`config.mk`:
```
export PLATFORM = sky130hd
export DESIGN_NAME = gray_wptr_gen
export DESIGN_NICKNAME = d
export VERILOG_FILES = /design/src/rtl/gray_wptr_gen.sv
export SDC_FILE = /design/constraint.sdc
export NUM_CORES = 1
export LEC_CHECK = 0
export CORE_MARGIN = 2
export CORE_UTILIZATION = 35
export DETAILED_ROUTE_END_ITERATION = 12
export GPL_TIMING_DRIVEN = 0
export HOLD_SLACK_MARGIN = 0.08
export PLACE_DENSITY = 0.55
export SYNTH_ARGS = -nofsm -noshare
export SYNTH_HDL_FRONTEND = slang
export SYNTH_SLANG_ARGS = --single-unit
```
`constraint.sdc`:
```
create_clock -name clk -period 3.35 [get_ports clk]
set_clock_uncertainty 0.15 [all_clocks]
set_input_delay 1.005 -clock clk [delete_from_list [all_inputs] [get_ports clk]]
set_output_delay 1.005 -clock clk [all_outputs]
set_load 0.005 [all_outputs]
```
`src/rtl/gray_wptr_gen.sv`:
```
// Write-side pointer generator for a Gray-pointer async FIFO: binary/Gray write
// pointer, two-flop read-pointer synchroniser, registered full/level/overflow.
module gray_wptr_gen #(
    parameter int unsigned ADDR_WIDTH = 4
) (
    input  logic                  clk,
    input  logic                  rst_n,
    input  logic                  inc_in,
    input  logic [ADDR_WIDTH:0]   rptr_gray_in,
    output logic [ADDR_WIDTH-1:0] waddr_out,
    output logic [ADDR_WIDTH:0]   wptr_gray_out,
    output logic                  full_out,
    output logic [ADDR_WIDTH:0]   level_out,
    output logic                  overflow_out
);

    localparam int unsigned PW = ADDR_WIDTH + 1;
    // Full when the write pointer is exactly one lap ahead: top two Gray bits inverted.
    localparam logic [PW-1:0] FULL_MASK = PW'(3) << (PW - 2);

    logic [PW-1:0] rsync1_q, rsync2_q;
    logic [PW-1:0] wbin_q, wbin_d;
    logic [PW-1:0] wgray_q, wgray_d;
    logic          full_q, full_d;
    logic [PW-1:0] level_q, level_d;
    logic          ovf_q, ovf_d;
    logic [PW-1:0] rbin;
    logic          accept;

    always_comb begin
        rbin    = '0;
        for (int i = 0; i < PW; i++) begin
            rbin[i] = ^(rsync2_q >> i);
        end
        accept  = inc_in & ~full_q;
        wbin_d  = wbin_q + PW'(accept);
        wgray_d = wbin_d ^ (wbin_d >> 1);
        full_d  = (wgray_d == (rsync2_q ^ FULL_MASK));
        level_d = wbin_d - rbin;
        ovf_d   = inc_in & full_q;
    end

    always_ff @(posedge clk or negedge rst_n) begin
        if (!rst_n) begin
            rsync1_q <= '0;
            rsync2_q <= '0;
            wbin_q   <= '0;
            wgray_q  <= '0;
            full_q   <= 1'b0;
            level_q  <= '0;
            ovf_q    <= 1'b0;
        end else begin
            rsync1_q <= rptr_gray_in;
            rsync2_q <= rsync1_q;
            wbin_q   <= wbin_d;
            wgray_q  <= wgray_d;
            full_q   <= full_d;
            level_q  <= level_d;
            ovf_q    <= ovf_d;
        end
    end

    assign waddr_out     = wbin_q[ADDR_WIDTH-1:0];
    assign wptr_gray_out = wgray_q;
    assign full_out      = full_q;
    assign level_out     = level_q;
    assign overflow_out  = ovf_q;

endmodule

```
# Word-level counts from Yosys, hierarchy flattened
# Cells that the tools add are included.
word_totals:
  word_cells: 20
  input_bits: 8
  output_inout_bits: 16
  register_bits: 27
op_classes:
  eq_ne: 1
  addsub: 2
  bitwise_logic: 5
  reduce_logical: 5
op_table:
  columns: ["cell", "count"]
  rows:
  - ["parity 5 bit", 5]
  - ["adder 5 x 1 -> 5 bit", 1]
  - ["== test 5 bit", 1]
  - ["subtractor 5 bit", 1]
  - ["bitwise XOR 5 x 4 -> 5 bit", 1]
  - ["AND 1 bit", 2]
  - ["inverter 2 bit", 1]
  - ["inverter 1 bit", 1]

# Depth between registers and ports, before layout
# Gate-level depths: netlist of the first run.
logic_depth:
  word_depth: 5
  ltp_mapped: 9

# Worst setup path after synthesis of the first run
# No wires, ideal clock.
synth_path:
  kind: "input port to flip-flop"
  startpoint: "in inc_in"
  endpoint: "reg level_q[4], in the netlist level_out[4]"
  cell_stages: 8
  t_required_ps: 3065
  arrival_ps: 2903
  setup_slack_ps: 162
  cell_sequence: "nor2b_1 ha_1 ha_1 inv_1 fa_1 or3_1 a32oi_1 o22ai_1"
synth_between:
  elab_chain_cells: 3
synth_lines:
  columns: ["element", "line_no", "text"]
  rows:
  - ["from (decl)", "8", "input logic inc_in,"]
  - ["AND 1 bit", "35", "accept = inc_in & ~full_q;"]
  - ["adder 5 x 1 -> 5 bit", "36", "wbin_d = wbin_q + PW'(accept);"]
  - ["named net wbin_d[1]", "22", "logic [PW-1:0] wbin_q, wbin_d;"]
  - ["subtractor 5 bit", "39", "level_d = wbin_d - rbin;"]
  - ["named net level_d[4]", "25", "logic [PW-1:0] level_q, level_d;"]
  - ["to (signal assigned)", "58", "level_q <= level_d;"]
  - ["to (decl)", "25", null]
# The timed path passes the listed nets, and every way through them passes these cells.

# Final worst setup path of the first run
# Same ends and word-level chain as after synthesis.

==> impl_summary.log, run 1 <==
INFO  metric run_status = finished clean
INFO  metric fin_nets = 130
INFO  metric synthTopCellsByCount = dfrtp_1 (26), inv_1 (10), xnor2_1 (9), xor2_1 (9), ha_1 (5)
INFO  metric drt.antenna.violating_nets = 0
INFO  metric gp_congestion = 0.719
INFO  metric synth-edff-count = 0
INFO  metric total_neg_setup_slack = 0 ps
INFO  metric die_height = 62.1 um
INFO  metric critical_path.endpoint_type = register
INFO  metric grt-ovfl-total = 0
INFO  metric cts-htree-levels = 1
INFO  metric ys_warn_count = 0
INFO  metric yosysSeqAreaShare = 55.0%
INFO  metric min-delay-path-class = reg2reg
INFO  metric cts_sinks = 26
INFO  metric worstSkewPairLatency = 330 ps
INFO  metric leakage_power = 0.000680 uW
INFO  metric setup_viol = 0
INFO  metric post_synth_num_cell_types = 25
INFO  metric syn_to_final_growth = 29.3%
INFO  metric dp_cells = 156
INFO  metric layout.cells.non_filler = 161
INFO  metric drt-total-wl = 2000 um
INFO  metric clkSlewWorstSetupHoldPaths = 150 ps
INFO  metric fmaxAchievable = 0.305 GHz
INFO  metric syn-instance-count = 87
INFO  metric floorplan.io_pins = 24
INFO  metric post_cts_hold_buffer_count = 0
INFO  metric grt.total_usage = 11.6%
INFO  metric hold_viol = 0
INFO  metric crit_path_max_fanout = 4
INFO  metric wl_per_cell = 12.4 um
INFO  metric synth_top_cells_by_area = dfrtp_1 (55%), xnor2_1 (6.7%), xor2_1 (6.7%), xnor3_1 (5.7%), ha_1 (5.3%)
INFO  metric avgViaCountPerCell = 4.45
INFO  metric dp.final_hpwl = 1400 um
INFO  metric total_power_divided_by_cell_area = 995 nW/um^2
INFO  metric synth.avg_cell_area = 13.6 sq um
INFO  metric maximum_number_of_pins_on_one_net_before_global_route_repair = 27
INFO  metric io_buffer_count = 23
INFO  metric grt_first_pass_wirelength = 3440 um
INFO  metric die-width = 62.1 um
INFO  metric rsz0062_at_grt = no
INFO  metric post-route-min-period = 3280 ps
INFO  metric post-route-drc-count = 0
INFO  metric final_ws_setup = 70.9 ps
INFO  metric synth_top_area_share = 55.0%
INFO  metric worst_pin_slew = 1130 ps
INFO  metric drtPass1Iterations = 4
INFO  metric drive_gt1_share = 9.57%
INFO  metric preCtsSetupSlack = -490 ps
INFO  metric grt_antenna_before_repair = 0
INFO  metric synthArstFlopShare = 100%
INFO  metric mappedNetlistArea = 1180 sq um
INFO  metric crit_path_start_kind = input port
INFO  metric yosys.area.top_type = dfrtp_1
INFO  metric fin_crit_sh = 97.9%
INFO  metric dr.first_iter.drc_count = 31
INFO  metric yosys_most_used_dff = dfrtp_1
INFO  metric clk_root_buffer_cell = clkbuf_4
INFO  metric start_util = 36.0%
INFO  metric nFillCells = 317
INFO  metric routed-via-count = 717
INFO  metric cp.required = 3430 ps
INFO  metric worst-setup-path-type = in2reg
INFO  metric max-vdd-ir-drop = 0.000394 V
INFO  metric core_region_area = 3280 sq um
INFO  metric synth.most_common_cell = dfrtp_1
INFO  metric floorplan.rows = 21
INFO  metric floorplan.die_area = 3860 sq um
INFO  metric synth_fp_nets = 101
INFO  metric via_count_of_the_first_global_routing_pass = 767
INFO  metric diodes = 0
INFO  metric synth_seq_cells = 26
INFO  metric cts_max_path_buffers = 2
INFO  metric finalMaxSlewViolations = 0
INFO  metric arrival = 3360 ps
INFO  metric clock_tree_from_tritoncts = done
INFO  metric slew-limit-headroom = 24.2%
INFO  metric cts-buffers-inserted = 3
INFO  metric cap_violations = 0
==> registers in the layout, indices dropped and copies added, names as in the netlist <==
name / flops
level_out: 5
rsync1_q: 5
rsync2_q: 5
wbin_q: 5
wptr_gray_out: 4
full_out: 1
overflow_out: 1
==> placed cells by master, fill, tap and decap left out, types with 2 or more instances in the layout <==
master,n
xor2_1,9
inv_1,10
nor2b_1,2
clkdlybuf4s50_1,23
ha_1,3
or3_1,2
clkbuf_4,3
xnor3_1,3
nand2_1,2
nand3_1,3
dfrtp_1,26
xnor2_1,9
a221oi_1,2
==> per-stage QoR <==
stage | utilization, % | hold slack [ps] | total power [uW] | area [sq um]
6_report | 46.6 | 216 | 1520 | 1530
3_5_place_dp | 44.8 | 186 | 1330 | 1470
2_1_floorplan | - | 181 | 1030 | 1180
4_1_cts | 46.5 | 219 | 1540 | 1530
5_1_grt | 46.6 | 227 | 1640 | 1530
3_3_place_gp | 44.8 | 181 | 1320 | 1470
==> worst paths after layout <==
check | start | endpoint | slack, ps | cells past startpoint
worst max-delay path | inc_in | level_out[4] | 70 | 9
worst min-delay path | rsync1_q[2] | rsync2_q[2] | 220 | 0
worst max register to register | rsync2_q[3] | level_out[4] | 350 | 8
worst min register to register | rsync1_q[2] | rsync2_q[2] | 220 | 0
max in group asynchronous | rst_n | level_out[3] | 1260 | 1
min in group asynchronous | rst_n | wbin_q[3] | 1110 | 1
==> per-layer routing <==
metal / track usage (%) / vias to the layer above / wire length (um)
met5: 0 / - / 0
met1: 14.2 / 345 / 947
met3: 2.72 / 5 / 84
li1: - / 344 / -
met4: 6.94 / 0 / 55
met2: 18.6 / 23 / 910
==> timing repair <==
action / in CTS / in global routing
pin swaps: 1 / 0
buffers inserted: 1 / 0
endpoints found under the setup margin: 1 / 1
gates resized for setup: 2 / 1
==> where the power goes <==
| group | internal, uW | switching (uW) |
|---|---|---|
| logic | 484 | 384 |
| clock network | 66.6 | 96.0 |
| registers | 423 | 67.4 |
| total | 973 | 548 |
==> worst max-delay path, cell delays in order <==
cell and delay (ps):
clkdlybuf4s50_1 410, nor2b_1 140, ha_2 360, inv_1 50, ha_1 230, fa_1 430, or3_1 400, a32oi_1 220
o22ai_1 110
==> kinds of logic after synthesis <==
group / share of synthesized area (%)
AO/OA/AOI/OAI: 7.09
XOR/XNOR: 21.4
adder cells (fa/ha/maj): 6.98
buffers and inverters: 3.49
flip-flops: 55.0
AND/OR/NAND/NOR: 6.03
==> final cells by class <==
class	count	area [sq um]	share of cell area, %
Sequential cell	26	651	42.6
Multi-Input combinational cell	50	505	33.1
Timing Repair Buffer	24	238	15.5
Tap cell	46	57.6	3.76
Inverter	10	37.5	2.45
Clock buffer	4	36.3	2.37
Buffer	1	3.75	0.245
No activity file was read; power rests on OpenSTA's default activity.
==> inputs of run 2 (changes only) <==
--- a/config.mk
+++ b/config.mk
@@ -5,6 +5,7 @@
 export SDC_FILE = /design/constraint.sdc
 export NUM_CORES = 1
 export LEC_CHECK = 0
+export CAP_MARGIN = 20
 export CORE_MARGIN = 2
 export CORE_UTILIZATION = 35
 export DETAILED_ROUTE_END_ITERATION = 12
==> impl_summary.log, run 2 (synthesis results as in run 1) <==
INFO  metric run_status = finished clean
INFO  metric cap_violations = 0
INFO  metric timing.critical_path.slowest_stage_cell = fa_1
INFO  metric total_power = 1550 uW
INFO  metric nFillCells = 320
INFO  metric worst_hold_startpoint = rsync1_q[2]
INFO  metric total_power_divided_by_cell_area = 985 nW/um^2
INFO  metric fmaxAchievable = 0.306 GHz
INFO  metric global_route.usage.met3 = 2.54%
INFO  metric clk_root_buffer_cell = clkbuf_4
INFO  metric worstSkewPairLatency = 330 ps
INFO  metric grt.total_usage = 11.7%
INFO  metric leakage_power = 0.000699 uW
INFO  metric cts_sinks = 26
INFO  metric slew-limit-headroom = 61.3%
INFO  metric top_library_cells_by_usage_in_the_layout_fill_and_taps_aside = dfrtp_1 (26), clkdlybuf4s50_1 (23), inv_1 (10), xor2_1 (9), xnor2_1 (9)
INFO  metric finalMaxSlewViolations = 0
INFO  metric grt_antenna_before_repair = 0
INFO  metric grt_first_pass_wirelength = 3480 um
INFO  metric max-vdd-ir-drop = 0.000363 V
INFO  metric global_route.usage.met1 = 14.3%
INFO  metric syn_to_final_growth = 32.9%
INFO  metric setup_viol = 0
INFO  metric crit_path_start_kind = input port
INFO  metric start_util = 36.0%
INFO  metric grt.busiest_layer = met2
INFO  metric cts-htree-levels = 1
INFO  metric fin_crit_sh = 97.7%
INFO  metric dr.first_iter.drc_count = 21
INFO  metric drt.antenna.violating_nets = 0
INFO  metric via_count_of_the_first_global_routing_pass = 778
INFO  metric critical_path.endpoint_type = register
INFO  metric worst-setup-path-type = in2reg
INFO  metric dp.final_hpwl = 1430 um
INFO  metric io_buffer_count = 23
INFO  metric die-width = 62.1 um
INFO  metric clock_tree_from_tritoncts = done
INFO  metric routed-via-count = 728
INFO  metric crit_path_max_fanout = 4
INFO  metric floorplan.io_pins = 24
INFO  metric cp_slowest_stage_delay = 430 ps
INFO  metric post_cts_hold_buffer_count = 0
INFO  metric r2r-end = level_out[4]
INFO  metric hold_viol = 0
INFO  metric grt-ovfl-total = 0
INFO  metric layout.cells.most_common = dfrtp_1
INFO  metric fin_nets = 132
INFO  metric cts-buffers-inserted = 3
INFO  metric wl_per_cell = 12.3 um
INFO  metric capture_endpoint_of_the_worst_hold_path = rsync2_q[2]
INFO  metric floorplan.rows = 21
INFO  metric cp.required = 3420 ps
INFO  metric clkSlewWorstSetupHoldPaths = 140 ps
INFO  metric gp_congestion = 0.719
INFO  metric cts_max_path_buffers = 2
INFO  metric reg_to_reg_start = rsync2_q[3]
INFO  metric die_height = 62.1 um
INFO  metric post-route-min-period = 3270 ps
INFO  metric worst-r2r-cell-count = 8
INFO  metric total_neg_setup_slack = 0 ps
INFO  metric worst_pin_slew = 579 ps
INFO  metric timing.hold.worst_path_depth = 0
INFO  metric drt-total-wl = 2000 um
INFO  metric worstPathCellList = clkdlybuf4s50_1, nor2b_1, ha_2, inv_1, ha_1, fa_1, or3_1, a32oi_2, o22ai_1
INFO  metric reg2reg_setup_slack = 350 ps
INFO  metric drive_gt1_share = 12.0%
INFO  metric global_route.usage.met2 = 19.0%
INFO  metric finalHoldWorstSlack = 215 ps
INFO  metric drtPass1Iterations = 4
INFO  metric utilization = 47.8%
INFO  metric maximum_number_of_pins_on_one_net_before_global_route_repair = 17
INFO  metric post-route-drc-count = 0
INFO  metric rsz0062_at_grt = no
INFO  metric min-delay-path-class = reg2reg
INFO  metric core_region_area = 3280 sq um
INFO  metric avgViaCountPerCell = 4.47
INFO  metric diodes = 0
INFO  metric arrival = 3340 ps
INFO  metric floorplan.die_area = 3860 sq um
==> run 2: changes by cell type in the layout (fill, tap and decap cells not counted), sizes merged <==
| cell | change |
|---|---|
| buf | +2 |
==> run 2: critical path: cells and delay by family <==
kind	cells	cell delay, ps
AND/OR/NAND/NOR	2	560
adder cells (fa/ha/maj)	3	990
buffers and inverters	2	460
AO/OA/AOI/OAI	2	320
==> run 2: timing repair <==
item                                    in CTS  in global routing
gates resized for setup                      2                  2
pin swaps                                    1                  1
setup buffers                                1                  1
endpoints found under the setup margin       1                  1
==> run 2: metal layers <==
metal / wire length [um] / vias to the layer above / share of wire (%)
met4: 43 / 0 / 2.1
met2: 947 / 18 / 47
met5: 0 / - / 0
met1: 944 / 357 / 47
met3: 66 / 4 / 3.3
li1: - / 349 / -
==> run 2: worst max path at each step <==
stage | slack, ps | startpoint | end | cells past startpoint
after global routing | 6 | inc_in | level_out[4] | 9
after floorplan | 160 | inc_in | level_out[4] | 8
after CTS | 50 | inc_in | level_out[4] | 9
after detailed placement | -490 | inc_in | level_out[4] | 9
after global placement | -440 | inc_in | level_out[4] | 9
final | 80 | inc_in | level_out[4] | 9
==> run 2: per-stage QoR <==
stage	instance area, sq um	instances	worst slack [ps]
floorplan	1180	87	162
global placement	1470	156	-435
detailed placement	1500	157	-494
CTS	1550	162	48.4
global route	1570	163	5.93
finish	1570	163	77.0
==> run 2: layout make-up <==
type,count,area (sq um),area share (%)
Buffer,1,3.75,0.239
Clock buffer,4,36.3,2.31
Inverter,10,37.5,2.39
Multi-Input combinational cell,50,513,32.6
Sequential cell,26,651,41.4
Tap cell,46,57.6,3.66
Timing Repair Buffer,26,273,17.4
==> run 2: power breakdown <==
| group | switching, uW | internal, uW | total [uW] |
|---|---|---|---|
| clock | 94.3 | 66.6 | 161 |
| combinational | 391 | 503 | 894 |
| sequential | 69.1 | 423 | 492 |
==> inputs of run 3 (changes only) <==
--- a/config.mk
+++ b/config.mk
@@ -8,6 +8,8 @@
 export CAP_MARGIN = 20
 export CORE_MARGIN = 2
 export CORE_UTILIZATION = 35
+export CTS_BUF_LIST = sky130_fd_sc_hd__clkbuf_8
+export CTS_CLUSTER_SIZE = 40
 export DETAILED_ROUTE_END_ITERATION = 12
 export GPL_TIMING_DRIVEN = 0
 export HOLD_SLACK_MARGIN = 0.08
==> impl_summary.log, run 3 (synthesis results as in run 1) <==
INFO  metric arrival = 3240 ps
INFO  metric leakage_power = 0.000709 uW
INFO  metric layout.cells.non_filler = 164
INFO  metric clock_tree_from_tritoncts = done
INFO  metric cp.required = 3350 ps
INFO  metric crit_path_start_kind = input port
INFO  metric slew-limit-headroom = 61.3%
INFO  metric p_sw = 562 uW
INFO  metric grt_first_pass_wirelength = 3500 um
INFO  metric max-vdd-ir-drop = 0.000365 V
INFO  metric cts_sinks = 26
INFO  metric worstSkewPairLatency = 270 ps
INFO  metric clock_network_power_share = 12.6%
INFO  metric final_ws_setup = 105 ps
INFO  metric floorplan.io_pins = 24
INFO  metric grt.total_usage = 11.6%
INFO  metric timing.critical_path.slowest_stage_cell = clkdlybuf4s50_1
INFO  metric cp_slowest_stage_delay = 410 ps
INFO  metric gp_congestion = 0.719
INFO  metric layout.cells.most_common = dfrtp_1
INFO  metric swShare = 34.9%
INFO  metric fin_nets = 133
INFO  metric drive_gt1_share = 14.4%
INFO  metric worst_pin_slew = 579 ps
INFO  metric post-route-min-period = 3240 ps
INFO  metric grt_antenna_before_repair = 0
INFO  metric via_count_of_the_first_global_routing_pass = 788
INFO  metric drt-total-wl = 2010 um
INFO  metric critical_path.endpoint_type = register
INFO  metric worst_path_most_repeated_cell = ha_2
INFO  metric preCtsSetupSlack = -494 ps
INFO  metric floorplan.die_area = 3860 sq um
INFO  metric crit_path_max_fanout = 4
INFO  metric post-route-drc-count = 0
INFO  metric routed-via-count = 732
INFO  metric total_neg_setup_slack = 0 ps
INFO  metric cts_max_path_buffers = 2
INFO  metric fmaxAchievable = 0.308 GHz
INFO  metric cap_violations = 0
INFO  metric drtPass1Iterations = 4
INFO  metric avgViaCountPerCell = 4.46
INFO  metric start_util = 36.0%
INFO  metric fin_crit_sh = 96.9%
INFO  metric timing.hold.worst_path_depth = 0
INFO  metric maximum_number_of_pins_on_one_net_before_global_route_repair = 17
INFO  metric wl_per_cell = 12.3 um
INFO  metric run_status = finished clean
INFO  metric dp_cells = 157
INFO  metric diodes = 0
INFO  metric dp.final_hpwl = 1430 um
INFO  metric cts-htree-levels = 1
INFO  metric cts-buffers-inserted = 3
INFO  metric seq_power_share = 30.6%
INFO  metric drt.antenna.violating_nets = 0
INFO  metric worst-setup-path-type = in2reg
INFO  metric setup_viol = 0
INFO  metric grt-ovfl-total = 0
INFO  metric core_region_area = 3280 sq um
INFO  metric min-delay-path-class = reg2reg
INFO  metric total_power_divided_by_cell_area = 1000 nW/um^2
INFO  metric hold_viol = 0
INFO  metric io_buffer_count = 23
INFO  metric rsz0062_at_grt = no
INFO  metric top_library_cells_by_usage_in_the_layout_fill_and_taps_aside = dfrtp_1 (26), clkdlybuf4s50_1 (23), inv_1 (10), xor2_1 (9), xnor2_1 (9)
INFO  metric clkSlewWorstSetupHoldPaths = 90 ps
INFO  metric power.combinational.fraction = 56.8%
INFO  metric internal-power = 1050 uW
INFO  metric finalHoldWorstSlack = 204 ps
INFO  metric floorplan.rows = 21
INFO  metric syn_to_final_growth = 35.6%
INFO  metric clk_root_buffer_cell = clkbuf_8
INFO  metric worst-r2r-cell-count = 8
INFO  metric finalMaxSlewViolations = 0
INFO  metric post_cts_hold_buffer_count = 0
INFO  metric die-width = 62.1 um
INFO  metric dr.first_iter.drc_count = 25
INFO  metric worstPathCellList = clkdlybuf4s50_1, nor2b_1, ha_2, inv_1, ha_2, fa_2, or3_1, a32oi_2, o22ai_1
INFO  metric total_power = 1610 uW
INFO  metric die_height = 62.1 um
-- run 3: cell types whose count changed in the layout (fill, tap and decap cells not counted), sizes merged --
cell and change:
buf +1
-- run 3: metrics by stage --
step                util (%)  instance area [sq um]
floorplan                  -                   1180
global placement        44.8                   1470
CTS                     48.0                   1580
detailed placement      45.6                   1500
global route            48.8                   1600
finish                  48.8                   1600
-- run 3: timing repair --
action,4_1_cts,5_1_grt
pin swaps,1,2
gates cloned,0,0
setup endpoints to repair,1,1
buffers inserted,1,2
gates resized for setup,3,3
-- run 3: area by class of cell --
type	instances	area [sq um]
buffer	1	3.75
clock buffer	4	55.1
fill	315	1680
inverter	10	37.5
multi-input combinational	50	518
sequential	26	651
tap	46	57.6
timing repair buffer	27	280
-- run 3: layer usage --
metal | track usage, % | wire (um) | up-vias | share of wire (%)
met1 | 14.3 | 964 | 360 | 48
met5 | 0 | 0 | - | 0
met3 | 1.99 | 58 | 4 | 2.9
li1 | - | - | 350 | -
met4 | 6.94 | 43 | 0 | 2.1
met2 | 19.2 | 943 | 18 | 47
-- run 3: final timing paths --
| kind | end | slack, ps | from |
|---|---|---|---|
| setup / recovery | level_out[4] | 110 | inc_in |
| hold / removal | rsync2_q[2] | 200 | rsync1_q[2] |
| setup reg to reg | level_out[4] | 450 | rsync2_q[3] |
| hold reg to reg | rsync2_q[2] | 200 | rsync1_q[2] |
| max in group asynchronous | wbin_q[3] | 1630 | rst_n |
| min in group asynchronous | level_out[4] | 950 | rst_n |
-- run 3: critical path, delay by kind of cell --
family | cells | cell delay (ps)
adders and majority gates | 3 | 910
and+or+nand+nor | 2 | 540
buffers and inverters | 2 | 460
AOI/OAI and AO/OA | 2 | 320
-- run 3: power by group through the flow --
stage	registers, uW	clock network [uW]	logic, uW
finish	493	203	913
global placement	493	0	828
floorplan	501	0	527
global route	507	222	1010
CTS	494	210	883
detailed placement	496	0	839
